===== src/rtl/node_integrator.sv =====
// node_integrator: sums signed device currents into a clamped node voltage with settle detect.
// Define NODE_HYST_EN to give the digital level d threshold hysteresis.
`ifndef W
`define W 16
`endif
`ifndef HI
`define HI 8192
`endif
`ifndef LO
`define LO -8192
`endif

module node_integrator #(
  parameter int W         = `W,
  parameter int N_IN      = 4,
  parameter int CAP_SHIFT = 2,
  parameter int VHI       = `HI,
  parameter int VLO       = `LO,
  parameter int INIT      = 0,
  parameter int VTH_H     = VHI / 2,
  parameter int VTH_L     = VLO / 2,
  parameter int EPS       = 4,
  parameter int SETTLE_N  = 3
) (
  input  logic              eclk,
  input  logic              erst_n,
  input  logic [N_IN*W-1:0] i,
  input  logic              step,
  input  logic              load,
  input  logic [W-1:0]      load_v,
  output logic [W-1:0]      v,
  output logic              d,
  output logic              settled
);
  localparam int CW = W + $clog2(N_IN);
  localparam int AW = W + CAP_SHIFT + 1;
  localparam int SW = AW + CW + 1;
  localparam int QW = $clog2(SETTLE_N + 1);
  localparam logic signed [SW-1:0] AHI = SW'(VHI * (1 << CAP_SHIFT));
  localparam logic signed [SW-1:0] ALO = SW'(VLO * (1 << CAP_SHIFT));
  localparam logic signed [AW-1:0] AINIT = AW'(INIT * (1 << CAP_SHIFT));
  localparam logic signed [CW-1:0] QE = CW'(EPS);
  localparam logic [W-1:0] INIT_W = W'(INIT);
  logic signed [CW-1:0] isum;
  logic signed [SW-1:0] raw;
  logic signed [AW-1:0] acc, acc_next;
  logic signed [W-1:0] v_next;
  logic [QW-1:0] qcnt, qcnt_next;
  logic quiet, d_next;
  always_comb begin
    isum = '0;
    for (int k = 0; k < N_IN; k++) isum = isum + CW'($signed(i[k*W +: W]));
  end
  assign quiet = (isum <= QE) && (isum >= -QE);
  // Wide intermediate so the unclamped sum can never wrap before clamping
  assign raw = load ? (SW'($signed(load_v)) <<< CAP_SHIFT) : SW'(acc) + SW'(isum);
  assign acc_next = raw > AHI ? AW'(AHI) : raw < ALO ? AW'(ALO) : AW'(raw);
  assign v_next = W'(acc_next >>> CAP_SHIFT);
  assign v = W'(acc >>> CAP_SHIFT);
  assign qcnt_next = (load || !quiet) ? '0 : qcnt == QW'(SETTLE_N) ? qcnt : qcnt + 1'b1;
`ifdef NODE_HYST_EN
  localparam logic signed [W-1:0] TH_H = W'(VTH_H);
  localparam logic signed [W-1:0] TH_L = W'(VTH_L);
  localparam logic D_RST = INIT >= VTH_H;
  assign d_next = v_next >= TH_H ? 1'b1 : v_next <= TH_L ? 1'b0 : d;
`else
  localparam logic D_RST = ~INIT_W[W-1];
  assign d_next = ~v_next[W-1];
`endif
  always_ff @(posedge eclk or negedge erst_n) begin
    if (!erst_n) begin
      acc     <= AINIT;
      d       <= D_RST;
      qcnt    <= '0;
      settled <= 1'b0;
    end else if (step || load) begin
      acc     <= acc_next;
      d       <= d_next;
      qcnt    <= qcnt_next;
      settled <= qcnt_next == QW'(SETTLE_N);
    end
  end
endmodule


===== config.mk =====
export PLATFORM = sky130hd
export DESIGN_NAME = node_integrator
export DESIGN_NICKNAME = d
export VERILOG_FILES = /design/src/rtl/node_integrator.sv
export SDC_FILE = /design/constraint.sdc
export NUM_CORES = 1
export LEC_CHECK = 0
export CORE_UTILIZATION = 40
export DETAILED_ROUTE_END_ITERATION = 7
export HOLD_SLACK_MARGIN = 0.15
export PLACE_DENSITY = 0.66
export SLEW_MARGIN = 15
export SYNTH_ARGS = -nofsm -noshare
export SYNTH_HDL_FRONTEND = slang
export SYNTH_SLANG_ARGS = --single-unit

===== constraint.sdc =====
create_clock -name eclk -period 6.15 [get_ports eclk]
set_clock_uncertainty 0.2 [all_clocks]
set_input_delay 0.9225 -clock eclk [delete_from_list [all_inputs] [get_ports eclk]]
set_output_delay 0.9225 -clock eclk [all_outputs]
set_load 0.01 [all_outputs]

==> summary.md <==
| Metric | Value |
|---|---|
| DRC | `0` |
| Initial DRC count | `166` |
| Final Wtd Congestion | `0.863` |
| Arrival time at the worst endpoint | `6170 ps` |
| Violated checks | `negative setup slack` |
| Netlist cell types | `68` |
| Antenna-violating nets left | `0` |
| Mapped Cells | `479` |
| Synth warn | `0` |
| Min-Delay Path Class | `reg -> reg` |
| Slack of the critical path | `-21.0 ps` |
| Synth top area cells | `fa_1 (17%), dfrtp_1 (14%), ha_1 (11%)` |
| Core Util, Final | `slightly below 70%` |
| Pin count of the biggest net entering global routing | `25` |
| Async SR Flop Fraction | `100%` |
| Rel. slew slack | `47.5%` |
| First-pass GRT wire length | `19000 um` |
| Seq/Total Area, Yosys | `14.5%` |
| Post-synth top area cell | `fa_1` |
| Clock sinks | `23` |
| Port Buffers | `slightly above 100` |
| Net Sw Frac | `between 40% and 50%` |
| Internal power consumption | `2.06 mW` |
| Required time worst endpoint | `between 6000 and 7000 ps` |
| Final WL | `~13000 um` |
| Placed instance area | `5740 um2` |
| Pwr dens | `563 nW/um2` |
| Psw | `1.70 mW` |
| Vias | `4292` |
| Core Area | `9680 um2` |
| Die height | `approximately 100 um` |
| Mapped Area | `3970 um2` |
| Clk pin slew, worst setup/hold paths | `around 80 ps` |
| Final #Nets | `849` |
| #FFs+latches synth | `23` |
| Top FF cell, synth | `dfrtp_1` |
| CP max FO | `8` |
| CTS max path bufs | `2` |
| Io pins | `~100` |
| WHS | `260 ps` |
| Final Hold Viols | `0` |
| Place WS | `-896 ps` |
| Post-CTS Hold Buffers | `0` |
| Fmax | `162 MHz` |
| H-tree depth | `1` |
| Lkg Pwr | `3.08 nW` |
| Initial DRT Pass Iterations | `5` |
| Number of flops mapped to enable cells by yosys | `0` |
| Initial antenna violation count | `0` |
| Starting Density | `41.0%` |
| Run status | `finished with violations` |
| CTS Root Cell | `clkbuf_8` |
| Diode count | `0` |
| Startpoint class of the critical path | `input pin` |
| Maximum vdd drop | `between 0.4 and 0.5 mV` |
| Syn Nets | `633` |
| WL per Instance | `15.2 um` |
| Core Rows | `36` |
| Layout Area Growth over Synthesis | `68.1%` |
| CTS Buf Count | `3` |
| MaxCap Viol Count | `0` |
| CTS tree | `done` |
| Total congestion overflow | `0` |
| Clock power frac | `2.5%` |
| R2R setup slack | `2530 ps` |
| Crit Path Class | `in -> reg` |
| Die ar. | `10300 um2` |
| DP HPWL | `just over 9000 um` |
| Final setup violation count | `4` |
| Combinational share of power | `90.4%` |
| Slew Limit Fails | `0` |
| All-Layer GR Usage | `23.1%` |
| RSZ-0062 raised after global routing | `yes` |
| CP Capture Type | `flip-flop` |
| Via density per instance | `5.19` |
| Worst Max-Slew Pin Slew | `786 ps` |
| Clock Latency Late Sink | `260 ps` |
| Avg Cell Area, Syn | `8.29 um2` |
| Sequential share of power | `7.1%` |
| Design Area, Final | `about 6700 um2` |
| Fin crit period | `around 6000 ps` |
| Layout cells sized above 1 | `37.2%` |
| Top cell type's share of synthesized area | `between 10% and 20%` |
| Vias in the first global route | `4156` |
| Tcrit/Tclk final | `100%` |
| Chip width | `102 um` |
-- logic make-up after synthesis --
group	count (synthesis)	share of synthesized area (%)
simple gates	123	14.8
buf+inv	96	10.6
compound gates	144	26.4
xor+xnor	21	4.63
flops	23	14.5
fa+ha+maj	70	28.5
mux	2	0.504
-- worst max-delay path, stage by stage --
cell	delay (ps)
dlygate4sd2_1	250
fa_2	390
fa_1	500
ha_2	200
inv_2	40
fa_2	360
nor2b_4	170
o31ai_4	80
a21oi_2	180
o31a_1	210
o21ai_2	80
buf_4	140
a21boi_4	150
nor2_1	70
ha_1	310
buf_4	170
a21oi_2	260
o21ai_0	170
a41oi_1	260
xor2_1	240
nand2_2	110
o41ai_4	310
a2bb2oi_4	160
or2_4	300
o21ai_1	130
-- per-stage QoR --
stage | std cells | power [mW] | setup TNS, ps
after floorplan | 479 | 1.68 | 0
after global placement | 787 | 2.72 | -10690
after detailed placement | 787 | 2.77 | -13540
after CTS | 814 | 3.36 | 0
after global routing | 827 | 4.04 | -2430
final | 827 | 3.76 | -64.1
-- layout make-up --
cell class,instances,area (um2)
multi-input combinational,360,3620
fill,756,3010
timing repair buffer,235,2000
sequential,23,577
inverter,72,270
tap,133,166
clock buffer,3,41.3
clock inverter,1,5.00
-- worst paths after layout --
kind	startpoint	to	cells after the start
min in group asynchronous	erst_n	qcnt[0]	1
hold reg to reg	d	d	2
hold / removal	d	d	2
setup reg to reg	acc[0]	acc[3]	15
max in group asynchronous	erst_n	d	1
setup / recovery	i[32]	acc[7]	25
-- metal layers --
metal,vias to the layer above,track usage [%],share of wire (%)
met5,-,0,0
met4,0,4.46,2.2
met3,24,2.48,4.6
met2,117,42.9,53
met1,2046,28.7,40
li1,2105,-,-
-- synth_stat cells (3+ instances only) --
cell,number
a2111oi_0,3
a211o_1,3
a211oi_1,4
a21boi_0,3
a21o_1,8
a21oi_1,30
a221o_1,4
a22o_1,4
a31oi_1,3
and2_1,7
buf_4,16
clkbuf_1,5
dfrtp_1,22
fa_1,34
ha_1,36
inv_1,72
nand2_1,39
nand2b_1,4
nand3_1,7
nand4_1,4
nor2_1,35
nor3_1,5
nor3b_1,3
nor4_1,6
o2111ai_1,3
o211ai_1,6
o21a_1,12
o21ai_0,17
o21ai_1,10
o31ai_1,4
or3_1,3
xnor2_1,9
xor2_1,12
-- cells in the final DEF, fill, tap and decap left out, drive strengths merged, types with 9 or more instances in the layout --
cell,n
buf,136
inv,72
clkdlybuf4s50,71
nand2,39
ha,36
nor2,35
fa,34
a21oi,32
o21ai,29
dfrtp,22
o21a,12
xor2,12
clkbuf,12
dlymetal6s2s,10
xnor2,9
-- power groups by stage --
stage / clock network (mW) / logic [mW] / registers, mW
5_1_grt: 0.101 / 3.67 / 0.274
4_1_cts: 0.0982 / 2.99 / 0.265
2_1_floorplan: 0 / 1.44 / 0.238
3_3_place_gp: 0 / 2.46 / 0.263
6_report: 0.0925 / 3.40 / 0.268
3_5_place_dp: 0 / 2.51 / 0.264
-- flip-flops by register name, summed over array words and instances (netlist names) --
signal and flops:
qcnt 2, acc 19, settled 1, d 1
-- what timing repair did --
item                                    4_1_cts  5_1_grt
pin swaps                                    68       71
endpoints found under the setup margin       19       16
gates resized for setup                      94       87
buffers inserted                             24       14
No activity file was read; power rests on OpenSTA's default activity.
